**src/rtl/id_ex_register.sv**
```systemverilog
// ID/EX pipeline register for the 5-stage MIPS pipeline.
// Captures the decoded controls, register operands, sign-extended immediate
// and register specifiers from Decode on every rising edge. It supports
// holding (stall) and bubble insertion (flush) and keeps a valid bit plus a
// saturating bubble counter for debug and performance readout.
//
// Ports:
//   clk, reset              clock; synchronous active-high reset
//   stall, flush            hold E stage / load a bubble (flush wins)
//   valid_d                 Decode holds a real instruction
//   *D                      decoded controls, operands and specifiers
//   valid_e, *E             registered E-stage copies
//   WriteRegE               RdE when RegDstE=1, else RtE (from registered values only)
//   bubble_cnt              bubbles inserted since reset, saturating
module id_ex_register #(
  parameter int DW   = 32,
  parameter int RW   = 5,
  parameter int CNTW = 16
) (
  input  logic            clk,
  input  logic            reset,
  input  logic            stall,
  input  logic            flush,
  input  logic            valid_d,
  input  logic            RegWriteD,
  input  logic            MemtoRegD,
  input  logic            MemWriteD,
  input  logic            ALUSrcD,
  input  logic            RegDstD,
  input  logic            BranchD,
  input  logic [2:0]      ALUControlD,
  input  logic [DW-1:0]   RD1D,
  input  logic [DW-1:0]   RD2D,
  input  logic [DW-1:0]   SignImmD,
  input  logic [RW-1:0]   RsD,
  input  logic [RW-1:0]   RtD,
  input  logic [RW-1:0]   RdD,
  output logic            valid_e,
  output logic            RegWriteE,
  output logic            MemtoRegE,
  output logic            MemWriteE,
  output logic            ALUSrcE,
  output logic            RegDstE,
  output logic            BranchE,
  output logic [2:0]      ALUControlE,
  output logic [DW-1:0]   RD1E,
  output logic [DW-1:0]   RD2E,
  output logic [DW-1:0]   SignImmE,
  output logic [RW-1:0]   RsE,
  output logic [RW-1:0]   RtE,
  output logic [RW-1:0]   RdE,
  output logic [RW-1:0]   WriteRegE,
  output logic [CNTW-1:0] bubble_cnt
);

  logic            valid_e_q,   valid_e_d;
  logic            reg_write_q, reg_write_d;
  logic            mem_to_reg_q, mem_to_reg_d;
  logic            mem_write_q, mem_write_d;
  logic            alu_src_q,   alu_src_d;
  logic            reg_dst_q,   reg_dst_d;
  logic            branch_q,    branch_d;
  logic [2:0]      alu_ctrl_q,  alu_ctrl_d;
  logic [DW-1:0]   rd1_q,       rd1_d;
  logic [DW-1:0]   rd2_q,       rd2_d;
  logic [DW-1:0]   sign_imm_q,  sign_imm_d;
  logic [RW-1:0]   rs_q,        rs_d;
  logic [RW-1:0]   rt_q,        rt_d;
  logic [RW-1:0]   rd_q,        rd_d;
  logic [CNTW-1:0] bubble_cnt_q, bubble_cnt_d;
  logic            bubble_inc;

  // A bubble enters E either by flush or by a normal load of an invalid slot.
  assign bubble_inc = flush | (~stall & ~valid_d);

  always_comb begin
    valid_e_d    = valid_e_q;
    reg_write_d  = reg_write_q;
    mem_to_reg_d = mem_to_reg_q;
    mem_write_d  = mem_write_q;
    alu_src_d    = alu_src_q;
    reg_dst_d    = reg_dst_q;
    branch_d     = branch_q;
    alu_ctrl_d   = alu_ctrl_q;
    rd1_d        = rd1_q;
    rd2_d        = rd2_q;
    sign_imm_d   = sign_imm_q;
    rs_d         = rs_q;
    rt_d         = rt_q;
    rd_d         = rd_q;
    bubble_cnt_d = bubble_cnt_q;

    if (flush) begin
      // Specifiers are zeroed too so a bubble never matches a forwarding compare.
      valid_e_d    = 1'b0;
      reg_write_d  = 1'b0;
      mem_to_reg_d = 1'b0;
      mem_write_d  = 1'b0;
      alu_src_d    = 1'b0;
      reg_dst_d    = 1'b0;
      branch_d     = 1'b0;
      alu_ctrl_d   = '0;
      rd1_d        = '0;
      rd2_d        = '0;
      sign_imm_d   = '0;
      rs_d         = '0;
      rt_d         = '0;
      rd_d         = '0;
    end else if (!stall) begin
      valid_e_d    = valid_d;
      // State-changing controls are masked for an invalid slot.
      reg_write_d  = RegWriteD & valid_d;
      mem_write_d  = MemWriteD & valid_d;
      branch_d     = BranchD   & valid_d;
      mem_to_reg_d = MemtoRegD;
      alu_src_d    = ALUSrcD;
      reg_dst_d    = RegDstD;
      alu_ctrl_d   = ALUControlD;
      rd1_d        = RD1D;
      rd2_d        = RD2D;
      sign_imm_d   = SignImmD;
      rs_d         = RsD;
      rt_d         = RtD;
      rd_d         = RdD;
    end

    if (bubble_inc && (bubble_cnt_q != '1)) begin
      bubble_cnt_d = bubble_cnt_q + CNTW'(1);
    end
  end

  always_ff @(posedge clk) begin
    if (reset) begin
      valid_e_q    <= 1'b0;
      reg_write_q  <= 1'b0;
      mem_to_reg_q <= 1'b0;
      mem_write_q  <= 1'b0;
      alu_src_q    <= 1'b0;
      reg_dst_q    <= 1'b0;
      branch_q     <= 1'b0;
      alu_ctrl_q   <= '0;
      rd1_q        <= '0;
      rd2_q        <= '0;
      sign_imm_q   <= '0;
      rs_q         <= '0;
      rt_q         <= '0;
      rd_q         <= '0;
      bubble_cnt_q <= '0;
    end else begin
      valid_e_q    <= valid_e_d;
      reg_write_q  <= reg_write_d;
      mem_to_reg_q <= mem_to_reg_d;
      mem_write_q  <= mem_write_d;
      alu_src_q    <= alu_src_d;
      reg_dst_q    <= reg_dst_d;
      branch_q     <= branch_d;
      alu_ctrl_q   <= alu_ctrl_d;
      rd1_q        <= rd1_d;
      rd2_q        <= rd2_d;
      sign_imm_q   <= sign_imm_d;
      rs_q         <= rs_d;
      rt_q         <= rt_d;
      rd_q         <= rd_d;
      bubble_cnt_q <= bubble_cnt_d;
    end
  end

  assign valid_e     = valid_e_q;
  assign RegWriteE   = reg_write_q;
  assign MemtoRegE   = mem_to_reg_q;
  assign MemWriteE   = mem_write_q;
  assign ALUSrcE     = alu_src_q;
  assign RegDstE     = reg_dst_q;
  assign BranchE     = branch_q;
  assign ALUControlE = alu_ctrl_q;
  assign RD1E        = rd1_q;
  assign RD2E        = rd2_q;
  assign SignImmE    = sign_imm_q;
  assign RsE         = rs_q;
  assign RtE         = rt_q;
  assign RdE         = rd_q;
  assign WriteRegE   = reg_dst_q ? rd_q : rt_q;
  assign bubble_cnt  = bubble_cnt_q;

endmodule

```
**config.mk**
```make
export PLATFORM = sky130hd
export DESIGN_NAME = id_ex_register
export DESIGN_NICKNAME = d
export VERILOG_FILES = /design/src/rtl/id_ex_register.sv
export SDC_FILE = /design/constraint.sdc
export NUM_CORES = 1
export LEC_CHECK = 0
export CORE_UTILIZATION = 37
export CTS_BUF_LIST = sky130_fd_sc_hd__clkbuf_2 sky130_fd_sc_hd__clkbuf_4 sky130_fd_sc_hd__clkbuf_8
export DETAILED_ROUTE_END_ITERATION = 10
export PLACE_DENSITY = 0.83
export SLEW_MARGIN = 20
export SYNTH_ARGS = -nofsm -noshare
export SYNTH_HDL_FRONTEND = slang
export SYNTH_SLANG_ARGS = --single-unit
```
**constraint.sdc**
```tcl
create_clock -name clk -period 2.24 [get_ports clk]
set_input_delay 0.56 -clock clk [delete_from_list [all_inputs] [get_ports clk]]
set_output_delay 0.56 -clock clk [all_outputs]
set_load 0.05 [all_outputs]
```
## Yosys cells after proc, flatten, opt, wreduce, memory -nomap -nowiden

Index checks and enable logic that the tools add are counted.

| storage, ports and cells | value |
|---|---|
| register bits | 137 |
| output and inout bits | 142 |
| bits of input ports | 125 |

| operators by class | value |
|---|---|
| reductions and logical operators | 2 |
| bitwise logic cells | 7 |
| multiplexer cells | 1 |
| equality and inequality tests | 1 |
| add/sub/neg operators | 1 |

Operator list:

| operator | number |
|---|---|
| adder 16 x 1 -> 16 bit (second input constant) | 1 |
| != test 16 bit (second input constant) | 1 |
| 2-to-1 mux 5 bit | 1 |
| AND 1 bit | 4 |
| inverter 1 bit | 2 |
| OR reduction 2 bit | 1 |
| logical AND 1 bit | 1 |
| bitwise OR 1 bit | 1 |

## Logic depth before layout (Yosys ltp)

Gate-level depths: netlist of run 1.

| depth | value |
|---|---|
| word-level depth | 4 |
| gate-level depth with buffers | 6 |
| depth with buffers taken out | 5 |

## Least setup slack after synthesis of run 1

No wires, ideal clock.

| path | value |
|---|---|
| path kind | register to register |
| start point | reg bubble_cnt_q[5] (netlist: bubble_cnt[5]) |
| end point | reg bubble_cnt_q[6] (netlist: bubble_cnt[6]) |
| data arrival time | 2126 ps |
| cell stages (with the launch flop) | 5 |
| setup time | 121 ps |
| setup slack | -7 ps |
| clock period less this slack | 2247 ps |
| path through | dfxtp_1 > nand4_1 > or4_1 > nand4_1 > mux2_2 |

| between the ends | value |
|---|---|
| longest elaborated chain between the ends | 2 |
| elaborated cells between the ends (all ways) | 3 |
| those cells by class | add/sub (1); eq/ne (1); reduce/logical (1) |

Ends and longest elaborated chain:

| what | line | source |
|---|---|---|
| start, declared | 70 | `logic [CNTW-1:0] bubble_cnt_q, bubble_cnt_d;` |
| start signal, assigned | 164 | `bubble_cnt_q <= bubble_cnt_d;` |
| branches (longest 2 deep; another with adder 16 x 1 -> 16 bit) | - |  |

Several ways; the timed one is not identified.
A chain may end at the register's enable or synchronous reset.

## Worst setup path in the final report of run 1

| path | value |
|---|---|
| start point | reg rd2_q[31] (netlist: RD2E[31]) |
| end point | out RD2E[31] |

RTL lines:

| what | line | source |
|---|---|---|
| start, declared | 65 | `logic [DW-1:0] rd2_q, rd2_d;` |
| start signal, assigned | 159 | `rd2_q <= rd2_d;` |
| end, declared | 47 | `output logic [DW-1:0] RD2E,` |

No word-level cell between the ends.

==> load_flow_metrics.sql, run 1 <==
INSERT INTO impl_metrics (metric_group, metric, value, unit) VALUES
('min_path', 'hold_path_depth', '2', ''),
('clock_tree', 'clock_insertion_delay_worst_skew', '0.42', 'ns'),
('worst_setup_path', 'critical_path_depth', '1', ''),
('sta', 'slew-limit-headroom', '33.7', '%'),
('clock_tree', 'cts-root-to-sink-buffers', '2', ''),
('flow_run', 'max_cap_violations', '0', ''),
('synthesis', 'synth_sequential_area_ratio', '53.7', '%'),
('global_route', 'grt_antenna_before_repair', '0', ''),
('detailed_routing', 'postRouteWirelength', '14600', 'um'),
('min_path', 'holdCritPathClass', 'reg2reg', ''),
('worst_setup_path', 'worst_path_max_delay_cell', 'sky130_fd_sc_hd__clkdlybuf4s50_1', ''),
('clock_tree', 'numClockSinks', '137', ''),
('floorplanning', 'dieArea', '0.0143', 'sq mm'),
('detailed_routing', 'drt_pre_antenna_iters', '6', ''),
('placement', 'buffer_ports.inserted', '266', ''),
('synthesis', 'synth_flop_cell', 'sky130_fd_sc_hd__dfxtp_1', ''),
('sta', 'finalSetupViolCount', '0', ''),
('detailed_routing', 'route.detailed.wl_per_inst', '15.4', 'um'),
('detailed_routing', 'dr.first_iter.drc_count', '352', ''),
('power', 'totalPowerFinal', '0.00566', 'W'),
('clock_tree', 'count_of_h_tree_levels_built_during_cts', '4', ''),
('worst_setup_path', 'worst_ep_arrival_time', '1.62', 'ns'),
('detailed_routing', 'drcViolationCount', '0', ''),
('placement', 'placedInstanceArea', '0.00795', 'sq mm'),
('sta', 'hold_viol_final', '0', ''),
('worst_setup_path', 'critical_path_required', '1.68', 'ns'),
('synthesis', 'synthesis.area_per_instance', '10.2', 'sq um'),
('floorplanning', 'core', '0.0133', 'sq mm'),
('worst_setup_path', 'timing.critical_path.to_type', 'output pin', ''),
('worst_setup_path', 'ws_path_type', 'reg2out', ''),
('sta', 'finalWorstPathRequiredPeriod', '2.18', 'ns'),
('clock_tree', 'clkTransAtPathRegs', '0.09', 'ns'),
('floorplanning', 'floorplan.die.height', '119', 'um'),
('layout', 'stdcell_area', '0.00837', 'sq mm'),
('detailed_routing', 'number_of_antenna_violating_nets_in_the_routed_design', '0', ''),
('layout', 'drive_above_1_share', '7.61', '%'),
('synthesis', 'ys_async_sr_fraction', '0', '%'),
('global_route', 'grt.total_usage', '20.7', '%'),
('synthesis', 'synth.net_count', '626', ''),
('sta', 'worstMarginPinSlew', '0.994', 'ns'),
('worst_setup_path', 'reg2reg_depth', '4', ''),
('clock_tree', 'cts_tree', 'done', ''),
('layout', 'finish.net_count', '888', ''),
('worst_setup_path', 'max_stage_delay', '0.83', 'ns'),
('global_route', 'pin_count_of_the_biggest_net_entering_global_routing', '123', ''),
('sta', 'clock.fmax', '459', 'MHz'),
('worst_setup_path', 'crit_buf_inv', '1', ''),
('sta', 'grt_setup_unrepaired', 'false', ''),
('synthesis', 'synth_enable_flop_cells', '0', ''),
('power', 'power-per-cell-area', '676', 'mW/mm^2'),
('power', 'worst_ir_drop_vdd', '0.358', 'mV'),
('layout', 'antennaDiodeCount', '0', ''),
('power', 'leakage_power_total', '3.53', 'nW'),
('layout', 'flow.area_growth_from_synthesis', '64.0', '%'),
('clock_tree', 'clock_tree.root_cell', 'sky130_fd_sc_hd__clkbuf_8', ''),
('floorplanning', 'design.portCount', '267', ''),
('synthesis', 'synth.ff_latch_count', '137', ''),
('sta', 'timing_max_transition_violations_final', '0', ''),
('floorplanning', 'floorplan.rows', '42', ''),
('run_status', 'status', 'finished, final reports clean', ''),
('detailed_routing', 'routed_via_density', '4.86', ''),
('synthesis', 'synth.distinct_cells', '32', ''),
('synthesis', 'synth-warning-count', '0', ''),
('worst_setup_path', 'crit_family', 'buffers and inverters', ''),
('worst_setup_path', 'worstPathCellList', 'clkdlybuf4s50_1', ''),
('worst_setup_path', 'critical_path.startpoint_type', 'flip-flop', ''),
('detailed_routing', 'detailroute.via_count', '4620', ''),
('placement', 'detailedPlacementHpwl', '10600', 'um'),
('synthesis', 'netlist_instances', '500', ''),
('layout', 'n_fill_cell', '1066', ''),
('global_route', 'grt_pass1_wl', '23400', 'um'),
('worst_setup_path', 'critical_path_fanouts_max', '2', ''),
('clock_tree', 'inserted_clock_buffers', '17', ''),
('floorplanning', 'floorplan.die.width', '119', 'um'),
('clock_tree', 'total_of_hold_buffers_inserted_after_clock_tree_synthesis', '0', ''),
('global_route', 'overflow', '0', ''),
('floorplanning', 'floorplan.initialDensity', '38.2', '%'),
('global_route', 'grt_pass1_vias', '4745', ''),
('placement', 'placer_congestion_estimate', '0.849', ''),
('sta', 'final.setup_skew', '0.00792', 'ns'),
('synthesis', 'post_synth_instance_area', '0.00510', 'sq mm'),
('sta', 'fin_crit_sh', '97.3', '%');
[layout make-up]
class                      count  area (sq um)  area share [%]
inverter                       4          15.0           0.179
sequential                   137          2740            32.8
timing repair buffer         276          2740            32.8
clock buffer                  22           297            3.54
multi-input combinational    326          2220            26.5
clock inverter                10           139            1.66
tap                          176           220            2.63
[synth_stat cells (all sizes together) (3+ instances only)]
master | instances | area [sq um]
dfxtp | 137 | 2740
nor2 | 126 | 473
mux2i | 118 | 1180
clkbuf | 28 | 105
a21oi | 10 | 50.1
nand4 | 8 | 50.1
or4 | 8 | 63.8
mux2 | 7 | 78.8
o31ai | 6 | 45.0
buf | 5 | 28.8
nand2 | 5 | 18.8
inv | 4 | 15.0
nand3 | 4 | 20.0
nor3 | 4 | 20.0
or3 | 4 | 25.0
a211oi | 3 | 22.5
a22oi | 3 | 22.5
nor2b | 3 | 18.8
nor4 | 3 | 18.8
[cells by family after synthesis]
group,share of synthesized area [%]
adder cells (fa/ha/maj),0.245
multiplexers,24.7
AND/OR/NAND/NOR,14.5
flip-flops,53.7
buffers and inverters,2.92
AO/OA/AOI/OAI,3.90
[layer usage]
layer	wire length [um]	part of all wire (%)	global-route usage [%]
met3	1140	7.8	5.84
met1	5920	41	23.1
met2	7160	49	35.8
met5	0	0	0
met4	386	2.6	10.2
[path summary, 6_finish.rpt]
| kind | from | end | slack [ns] |
|---|---|---|---|
| min | RD1E[29] | RD1E[29] | 0.49 |
| min reg2reg | RD1E[29] | RD1E[29] | 0.49 |
| max reg2reg | bubble_cnt[8] | bubble_cnt[6] | 0.39 |
| max | RD2E[31] | RD2E[31] | 0.06 |
[what timing repair did]
| action | 4_1_cts | 5_1_grt |
|---|---|---|
| endpoints found under the setup margin | 16 | 5 |
| resized for setup | 16 | 5 |
| buffers inserted | 0 | 0 |
[power breakdown]
| part | total, W | internal (W) | switching [W] |
|---|---|---|---|
| Clock | 0.00218 | 0.00124 | 0.000940 |
| Combinational | 0.000935 | 0.000439 | 0.000496 |
| Sequential | 0.00255 | 0.00251 | 0.0000444 |
[registers in the layout, summed over array words and instances (netlist names), 3 cells and up]
| signal | cells |
|---|---|
| RD1E | 32 |
| RtE | 5 |
| ALUControlE | 3 |
| SignImmE | 32 |
| RsE | 5 |
| bubble_cnt | 16 |
| RdE | 5 |
| RD2E | 32 |
[layout by cell type, fill, tap and decap left out, types with 3 or more instances in the layout]
master and instances:
sky130_fd_sc_hd__a211oi_1 3, sky130_fd_sc_hd__a21oi_1 10, sky130_fd_sc_hd__a22oi_1 3, sky130_fd_sc_hd__buf_4 13
sky130_fd_sc_hd__bufinv_16 3, sky130_fd_sc_hd__clkbuf_8 21, sky130_fd_sc_hd__clkdlybuf4s50_1 239, sky130_fd_sc_hd__clkinv_2 3
sky130_fd_sc_hd__dfxtp_1 136, sky130_fd_sc_hd__dlygate4sd2_1 16, sky130_fd_sc_hd__dlymetal6s2s_1 5, sky130_fd_sc_hd__inv_1 4
sky130_fd_sc_hd__mux2_2 7, sky130_fd_sc_hd__mux2i_1 118, sky130_fd_sc_hd__nand2_1 5, sky130_fd_sc_hd__nand3_1 4
sky130_fd_sc_hd__nand4_1 8, sky130_fd_sc_hd__nor2_1 126, sky130_fd_sc_hd__nor2b_1 3, sky130_fd_sc_hd__nor3_1 4
sky130_fd_sc_hd__nor4_1 3, sky130_fd_sc_hd__o31ai_1 6, sky130_fd_sc_hd__or3_1 4, sky130_fd_sc_hd__or4_1 7
[metrics by stage]
step | util [%] | std cells | setup slack (ns) | hold WS [ns] | TNS [ns]
5_1_grt | 62.7 | 951 | 0.00111 | 0.524 | 0
3_3_place_gp | 59.5 | 919 | -0.192 | 0.471 | -0.893
6_report | 62.7 | 951 | 0.0607 | 0.495 | 0
3_5_place_dp | 59.5 | 919 | -0.220 | 0.485 | -1.29
2_1_floorplan | - | 500 | 0.00218 | 0.621 | 0
4_1_cts | 62.6 | 951 | 0.000253 | 0.501 | 0
(Power assumes the default switching activity.)
==> inputs of run 2 (changes only) <==
==> constraint.sdc (replaced) <==
create_clock -name clk -period 2.24 [get_ports clk]
set_input_delay 0.448 -clock clk [delete_from_list [all_inputs] [get_ports clk]]
set_output_delay 0.448 -clock clk [all_outputs]
set_load 0.05 [all_outputs]
==> run 2 against run 1 <==
  * Total power down 3.1%
  * Highest routed layer unchanged
  * Sequential share of layout area about the same
  * Global-route usage up 0.066 points
  * Largest power group unchanged
==> load_flow_metrics.sql, run 2 (same netlist as run 1, synthesis figures left out) <==
INSERT INTO impl_metrics (metric_group, metric, value, unit) VALUES
('floorplanning', 'floorplan.initialDensity', '38.2', '%'),
('placement', 'buffer_ports.inserted', '266', ''),
('sta', 'timing_max_transition_violations_final', '0', ''),
('placement', 'detailedPlacementHpwl', '10900', 'um'),
('clock_tree', 'numClockSinks', '137', ''),
('sta', 'worstMarginPinSlew', '0.924', 'ns'),
('clock_tree', 'count_of_h_tree_levels_built_during_cts', '4', ''),
('detailed_routing', 'postRouteWirelength', '15000', 'um'),
('floorplanning', 'design.portCount', '267', ''),
('clock_tree', 'clkTransAtPathRegs', '0.07', 'ns'),
('clock_tree', 'cts_tree', 'done', ''),
('global_route', 'grt_pass1_vias', '4730', ''),
('sta', 'clock.fmax', '461', 'MHz'),
('detailed_routing', 'route.detailed.wl_per_inst', '15.7', 'um'),
('layout', 'n_fill_cell', '1094', ''),
('power', 'worst_ir_drop_vdd', '0.419', 'mV'),
('clock_tree', 'inserted_clock_buffers', '17', ''),
('layout', 'flow.area_growth_from_synthesis', '64.1', '%'),
('worst_setup_path', 'critical_path_fanouts_max', '6', ''),
('detailed_routing', 'routed_via_density', '4.89', ''),
('global_route', 'grt_pass1_wl', '23300', 'um'),
('run_status', 'status', 'finished, final reports clean', ''),
('worst_setup_path', 'crit_buf_inv', '1', ''),
('detailed_routing', 'detailroute.via_count', '4657', ''),
('clock_tree', 'cts-root-to-sink-buffers', '2', ''),
('power', 'power-per-cell-area', '655', 'mW/mm^2'),
('worst_setup_path', 'timing.critical_path.to_type', 'output pin', ''),
('clock_tree', 'clock_tree.root_cell', 'sky130_fd_sc_hd__clkbuf_8', ''),
('worst_setup_path', 'critical_path.startpoint_type', 'flip-flop', ''),
('global_route', 'pin_count_of_the_biggest_net_entering_global_routing', '123', ''),
('power', 'totalPowerFinal', '0.00549', 'W'),
('layout', 'finish.net_count', '889', ''),
('floorplanning', 'floorplan.rows', '42', ''),
('sta', 'finalWorstPathRequiredPeriod', '2.17', 'ns'),
('clock_tree', 'clock_insertion_delay_worst_skew', '0.42', 'ns'),
('worst_setup_path', 'worst_path_max_delay_cell', 'sky130_fd_sc_hd__clkdlybuf4s50_1', ''),
('flow_run', 'max_cap_violations', '0', ''),
('min_path', 'holdCritPathClass', 'reg2reg', ''),
('sta', 'fin_crit_sh', '96.9', '%'),
('worst_setup_path', 'crit_family', 'buffers and inverters', ''),
('sta', 'final.setup_skew', '0.00580', 'ns'),
('layout', 'layoutNonFillerInstCount', '952', ''),
('floorplanning', 'floorplan.die.height', '119', 'um'),
('detailed_routing', 'drt_pre_antenna_iters', '7', ''),
('detailed_routing', 'dr.first_iter.drc_count', '256', ''),
('placement', 'post-place-cells', '920', ''),
('layout', 'multiInputGateArea', '0.00222', 'sq mm'),
('layout', 'final-seq-area', '0.00274', 'sq mm'),
('worst_setup_path', 'worstPathCellList', 'clkdlybuf4s50_1', ''),
('sta', 'slew-limit-headroom', '38.4', '%'),
('sta', 'hold_viol_final', '0', ''),
('layout', 'drive_above_1_share', '7.09', '%'),
('layout', 'antennaDiodeCount', '0', ''),
('worst_setup_path', 'critical_path_required', '1.79', 'ns'),
('detailed_routing', 'drcViolationCount', '0', ''),
('worst_setup_path', 'max_stage_delay', '0.85', 'ns'),
('layout', 'layout.cells.most_common_list', '254 x sky130_fd_sc_hd__clkdlybuf4s50_1, 136 x sky130_fd_sc_hd__dfxtp_1, 126 x sky130_fd_sc_hd__nor2_1, 118 x sky130_fd_sc_hd__mux2i_1, 19 x sky130_fd_sc_hd__clkbuf_8', ''),
('global_route', 'grt.total_usage', '20.7', '%'),
('floorplanning', 'core', '0.0133', 'sq mm'),
('global_route', 'grt_antenna_before_repair', '0', ''),
('worst_setup_path', 'ws_path_type', 'reg2out', ''),
('clock_tree', 'total_of_hold_buffers_inserted_after_clock_tree_synthesis', '0', ''),
('power', 'leakage_power_total', '3.47', 'nW'),
('worst_setup_path', 'worst_ep_arrival_time', '1.72', 'ns'),
('floorplanning', 'dieArea', '0.0143', 'sq mm'),
('sta', 'finalSetupViolCount', '0', ''),
('layout', 'most_common_cell_after_layout_fill_and_taps_aside', 'sky130_fd_sc_hd__clkdlybuf4s50_1', ''),
('detailed_routing', 'number_of_antenna_violating_nets_in_the_routed_design', '0', ''),
('floorplanning', 'floorplan.die.width', '119', 'um'),
('placement', 'placer_congestion_estimate', '0.844', ''),
('global_route', 'overflow', '0', '');
==> run 2: cell types whose count changed in the layout (fill, tap and decap cells not counted), sizes merged <==
cell,previous run,this run
buf,16,12
inv,5,4
bufinv,3,2
dlygate4sd2,16,6
clkinv,5,4
clkbuf,22,24
clkinvlp,1,2
clkdlybuf4s50,239,254
==> run 2: layer usage <==
metal  vias to the layer above  wire, um  GRT usage (%)
met5                         -         0              0
met4                         0       399           10.6
met3                        29      1160           5.89
met2                       233      7480           36.2
met1                      2150      5910           22.8
li1                       2245         -              -
==> run 2: where the power goes <==
| part | switching, W | total (W) | leakage [nW] | internal [W] |
|---|---|---|---|---|
| clock network | 0.000888 | 0.00199 | 0.204 | 0.00110 |
| registers | 0.0000459 | 0.00256 | 1.12 | 0.00251 |
| logic | 0.000500 | 0.000943 | 2.15 | 0.000443 |
| total | 0.00143 | 0.00549 | 3.47 | 0.00406 |
==> run 2: worst paths after layout <==
kind / startpoint / endpoint / slack [ns] / depth (start not counted)
worst max register to register: bubble_cnt[0] / bubble_cnt[8] / 0.33 / 5
worst max-delay path: bubble_cnt[7] / bubble_cnt[7] / 0.07 / 1
worst min-delay path: RD1E[18] / RD1E[18] / 0.50 / 2
worst min register to register: RD1E[18] / RD1E[18] / 0.50 / 2
==> run 2: area by class of cell <==
class | count | share of cell area [%]
clock inverters | 8 | 1.14
multi-input cells | 326 | 26.4
inverters | 4 | 0.179
repair buffers | 277 | 33.3
flip-flops and latches | 137 | 32.8
clock buffers | 24 | 3.57
well taps | 176 | 2.63
==> run 2: per-stage QoR <==
stage          utilization, %  instance area (sq um)  setup WS (ns)  TNS [ns]  hold WS [ns]
2_1_floorplan               -                   5110        0.00218         0         0.592
3_3_place_gp             59.8                   7980        -0.0954    -0.171         0.472
3_5_place_dp             59.8                   7980         -0.127    -0.553         0.486
4_1_cts                  62.7                   8370         0.0134         0         0.504
5_1_grt                  62.8                   8380       -0.00373  -0.00373         0.528
6_report                 62.8                   8380         0.0698         0         0.500
==> run 2: what timing repair did <==
action	CTS	global route
buffers inserted	0	0
gates resized for setup	6	5
gates cloned	0	0
endpoints found under the setup margin	6	5
pin swaps	0	0
